**config.mk**
```make
export PLATFORM = sky130hd
export DESIGN_NAME = rank_store_drain
export DESIGN_NICKNAME = d
export VERILOG_FILES = /design/src/rtl/rank_store_drain.sv
export SDC_FILE = /design/constraint.sdc
export NUM_CORES = 1
export LEC_CHECK = 0
export CORE_MARGIN = 2
export CORE_UTILIZATION = 39
export CTS_CLUSTER_SIZE = 20
export DETAILED_ROUTE_END_ITERATION = 7
export HOLD_SLACK_MARGIN = 0.12
export PLACE_DENSITY = 0.73
export SETUP_SLACK_MARGIN = 0.15
export SYNTH_ARGS = -nofsm -noshare
export SYNTH_HDL_FRONTEND = slang
export SYNTH_SLANG_ARGS = --single-unit
```
**constraint.sdc**
```tcl
create_clock -name clk -period 9.55 [get_ports clk]
set_clock_uncertainty 0.05 [all_clocks]
set_input_delay 2.3875 -clock clk [delete_from_list [all_inputs] [get_ports clk]]
set_output_delay 2.3875 -clock clk [all_outputs]
set_load 0.1 [all_outputs]
```
**src/rtl/rank_store_drain.sv**
```systemverilog
// rtl/rank_store_drain.sv - round-robin pop initiator for the per-flow rank store
// Mirrors store occupancy from snooped pushes and forwards one popped element at a time downstream.
module rank_store_drain #(
    parameter int FLOWS = 10,
    parameter int SIZE  = 50
) (
    input  logic             clk,
    input  logic             rst,
    input  logic             push,
    input  logic [FLOWS-1:0] push_flow,
    output logic             pop,
    output logic [FLOWS-1:0] pop_flow,
    input  logic [31:0]      pop_value,
    input  logic [31:0]      pop_rank,
    input  logic             pop_valid,
    output logic             out_valid,
    input  logic             out_ready,
    output logic [31:0]      out_value,
    output logic [31:0]      out_rank,
    output logic [FLOWS-1:0] out_flow,
    output logic [FLOWS-1:0] flow_nonempty,
    output logic [FLOWS-1:0] flow_full,
    output logic             overflow
);

    localparam int CW = $clog2(SIZE + 1);
    localparam int PW = (FLOWS > 1) ? $clog2(FLOWS) : 1;
    localparam logic [CW-1:0] FULL = CW'(SIZE);

    typedef enum logic [1:0] {IDLE, WAIT, HOLD} state_t;

    state_t           state;
    state_t           state_next;
    logic [CW-1:0]    count [FLOWS];
    logic [PW-1:0]    ptr;
    logic [PW-1:0]    ptr_next;
    logic [PW-1:0]    grant_idx;
    logic [PW-1:0]    hi_idx;
    logic [PW-1:0]    lo_idx;
    logic             hi_found;
    logic             lo_found;
    logic [FLOWS-1:0] grant_oh;
    logic [FLOWS-1:0] pend_flow;
    logic [FLOWS-1:0] inc_vec;
    logic [FLOWS-1:0] dec_vec;
    logic             any_nz;
    logic             issue;
    logic             capture;

    always_comb begin
        flow_nonempty = '0;
        flow_full     = '0;
        for (int i = 0; i < FLOWS; i++) begin
            flow_nonempty[i] = (count[i] != '0);
            flow_full[i]     = (count[i] == FULL);
        end
    end

    assign any_nz = |flow_nonempty;

    // Round-robin: first non-empty flow at or above ptr, otherwise wrap to the lowest.
    always_comb begin
        hi_found = 1'b0;
        lo_found = 1'b0;
        hi_idx   = '0;
        lo_idx   = '0;
        for (int i = 0; i < FLOWS; i++) begin
            if (flow_nonempty[i] && !lo_found) begin
                lo_found = 1'b1;
                lo_idx   = PW'(i);
            end
            if (flow_nonempty[i] && !hi_found && (PW'(i) >= ptr)) begin
                hi_found = 1'b1;
                hi_idx   = PW'(i);
            end
        end
        grant_idx           = hi_found ? hi_idx : lo_idx;
        grant_oh            = '0;
        grant_oh[grant_idx] = 1'b1;
        ptr_next            = (grant_idx == PW'(FLOWS - 1)) ? '0 : grant_idx + 1'b1;
    end

    always_comb begin
        state_next = state;
        issue      = 1'b0;
        capture    = 1'b0;
        case (state)
            IDLE: begin
                if (any_nz) begin
                    issue      = 1'b1;
                    state_next = WAIT;
                end
            end
            WAIT: begin
                if (pop_valid) begin
                    capture    = 1'b1;
                    state_next = HOLD;
                end
            end
            HOLD: begin
                if (out_ready) begin
                    if (any_nz) begin
                        issue      = 1'b1;
                        state_next = WAIT;
                    end else begin
                        state_next = IDLE;
                    end
                end
            end
            default: state_next = IDLE;
        endcase
    end

    always_ff @(posedge clk or negedge rst) begin
        if (!rst) begin
            state <= IDLE;
        end else begin
            state <= state_next;
        end
    end

    assign inc_vec = push  ? push_flow : '0;
    assign dec_vec = issue ? grant_oh  : '0;

    // A push and a pop to the same flow on one edge cancel out.
    always_ff @(posedge clk or negedge rst) begin
        if (!rst) begin
            for (int i = 0; i < FLOWS; i++) begin
                count[i] <= '0;
            end
            overflow <= 1'b0;
        end else begin
            for (int i = 0; i < FLOWS; i++) begin
                if (inc_vec[i] && !dec_vec[i]) begin
                    if (count[i] == FULL) begin
                        overflow <= 1'b1;
                    end else begin
                        count[i] <= count[i] + 1'b1;
                    end
                end else if (dec_vec[i] && !inc_vec[i]) begin
                    count[i] <= count[i] - 1'b1;
                end
            end
        end
    end

    always_ff @(posedge clk or negedge rst) begin
        if (!rst) begin
            pop       <= 1'b0;
            pop_flow  <= '0;
            pend_flow <= '0;
            ptr       <= '0;
            out_valid <= 1'b0;
            out_value <= '0;
            out_rank  <= '0;
            out_flow  <= '0;
        end else begin
            pop      <= issue;
            pop_flow <= issue ? grant_oh : '0;
            if (issue) begin
                pend_flow <= grant_oh;
                ptr       <= ptr_next;
            end
            if (capture) begin
                out_valid <= 1'b1;
                out_value <= pop_value;
                out_rank  <= pop_rank;
                out_flow  <= pend_flow;
            end else if ((state == HOLD) && out_ready) begin
                out_valid <= 1'b0;
            end
        end
    end

endmodule

```
==> impl_metrics.yaml <==
status:
  outcome: "complete, no violations"
cells_and_area:
  area_growth_pct: 31.7
  final_cell_mix: "clkdlybuf4s50_1 (184), dfrtp_1 (163), mux2_2 (103), ha_1 (40)"
  nets: 1028
  drive_above_1_share: 0.202
  seqCellArea_um2: 4080
  multi_input_area_um2: 4460
  diodes: 0
  final_common_cell: "clkdlybuf4s50_1"
  fillerInstances: 1879
grt:
  grt_pass1_vias: 6238
  gr-total-overflow: 0
  antenna_found_initial: 0
  grt_pass1_wl_mm: 34.0
  grt_max_degree: 87
  grt_usage: 0.182
worst_hold_path:
  hold_depth: 1
  hold_class: "reg -> reg"
  min_from: "pend_flow[6]"
  holdPathEnd: "pend_flow[6]"
synthesis:
  ys_top_cells_by_area: "dfrtp_1 (47%), mux2_2 (13%), ha_1 (5.8%)"
  yosys_register_bits: 163
  synth_area_um2: 8680
  synth_top_area_frac: 0.470
  synth_cells: 713
  synth_area_per_cell_um2: 12.2
  yosysSeqAreaShare: 0.470
  syn_nets: 842
  ys_warn_count: 0
  synth_flop_cell: "dfrtp_1"
  synth_edf_count: 0
  yosysUniqueCellTypes: 76
  synth_top_cell_by_area: "dfrtp_1"
  async_reset_ff_frac: 1.00
setup_path:
  required_ns: 9.85
  reg2reg_from: "count[49]"
  cp-start-kind: "input pin"
  rr_endpoint: "count[23]"
  reg2reg_slack_ns: 4.82
  cp_max_fo: 18
  r2r_cells: 13
  crit_path_end_kind: "register"
  crit_arrival_ns: 6.02
  path_class: "in -> reg"
floorplanning:
  rows: 54
  dieArea_um2: 23500
  core_area_um2: 21800
  ios: 186
  start_util: 0.398
  die_h_um: 153
  die_w_um: 153
routing:
  via_per_inst: 5.27
  dr.pass1.iters: 5
  drt_iter0_markers: 301
  routedWlPerCell_um: 17.5
  vias: 6279
  drc: 0
  antenna_left: 0
  drt-total-wl_mm: 20.8
placed_design:
  place.gp.congestion: 0.870
  dp_hpwl_mm: 15.5
  portBuffers: 185
sta:
  fin_tns_setup_ns: 0
  finalSetupViolations: 0
  rsz0062_at_grt: "no"
  hold_viol: 0
  tightest_slew_ns: 1.07
  timing.fmax_ghz: 0.175
  timing.final.crit_share: 0.599
  maxSlewViolCount: 0
  finalCriticalPeriod_ns: 5.72
  max-slew-margin-rel: 0.284
run:
  maxCapViolCount: 0
clock_tree:
  cts_tree: "yes"
  cts_resized: 0
  postCtsHoldBufs: 0
  cts_setup_buffers: 0
  cts_made_buffers: 17
  clkTransAtPathRegs_ns: 0.07
  htreeDepth: 4
  cts.sinks: 163
  cts.root.buffer_cell: "clkbuf_16"
  cts_buffer_depth: 2
  clock_latency_ns: 0.43
## stage by stage
| step | utilization | worst slack, ns | std cells | area (um2) | hold WS [ns] |
|---|---|---|---|---|---|
| after floorplan | - | 4.44 | 713 | 8680 | 0.393 |
| after global placement | 0.496 | 3.52 | 1160 | 10800 | 0.410 |
| after detailed placement | 0.496 | 3.47 | 1160 | 10800 | 0.421 |
| after CTS | 0.524 | 3.86 | 1192 | 11400 | 0.438 |
| after global routing | 0.524 | 3.49 | 1192 | 11400 | 0.456 |
| final | 0.524 | 3.83 | 1192 | 11400 | 0.435 |
## worst max path at each step
stage / from / end / slack (ns)
floorplan: out_ready / count[23] / 4.44
global placement: out_ready / count[23] / 3.52
detailed placement: out_ready / count[23] / 3.47
CTS: out_ready / count[23] / 3.86
global route: out_ready / count[23] / 3.49
finish: out_ready / count[23] / 3.83
## layout make-up
type                       instances  share of cell area
multi-input combinational        511               0.390
sequential                       163               0.357
timing repair buffer             187               0.163
clock buffer                      18              0.0384
tap                              280              0.0307
clock inverter                    14              0.0143
inverter                          19             0.00624
## synthesized netlist by cell type (10+ instances only)
master / number
a21oi_1: 37
inv_1: 17
a21o_1: 32
ha_1: 40
xor2_1: 19
dfrtp_1: 163
clkbuf_1: 14
nor2_1: 19
fa_1: 10
nor3_1: 17
xnor2_1: 30
nand2_1: 37
mux2_2: 103
## flip-flops by register name, indices dropped and copies added (netlist names)
signal and flops:
out_value 32, state 2, overflow 1, pop_flow 10, pend_flow 10, out_valid 1
pop 1, count 60, out_rank 32, out_flow 10, ptr 4
## worst max-delay path: stages
cell and delay, ns:
clkdlybuf4s50_1 0.47, nand2b_1 0.12, nand2b_1 0.09, o21bai_4 0.28, inv_2 0.15, nand2b_1 0.27, o311ai_1 0.83, ha_1 0.38
a21o_1 0.17, a21oi_1 0.22, o21bai_1 0.10, a21oi_1 0.18, mux2i_1 0.23, xnor2_1 0.13
## per-layer routing
layer	vias to the layer above	wire [um]	GRT usage
li1	2989	-	-
met1	3027	9700	0.255
met2	240	9430	0.282
met3	23	1400	0.0403
met4	0	308	0.0547
met5	-	0	0
## kinds of logic (layout without fill, tap and decap cells)
| group | Yosys count | in the layout | share of synthesized area |
|---|---|---|---|
| compound gates | 141 | 141 | 0.123 |
| xor+xnor | 49 | 49 | 0.0495 |
| fa+ha+maj | 50 | 50 | 0.0808 |
| buf+inv | 39 | 238 | 0.0176 |
| flops | 163 | 163 | 0.470 |
| mux | 122 | 122 | 0.159 |
| simple gates | 149 | 149 | 0.0995 |
Power is left out: the tool's default activity adds up to more than one toggle a clock period on the data nets, which glitch-free logic cannot reach.
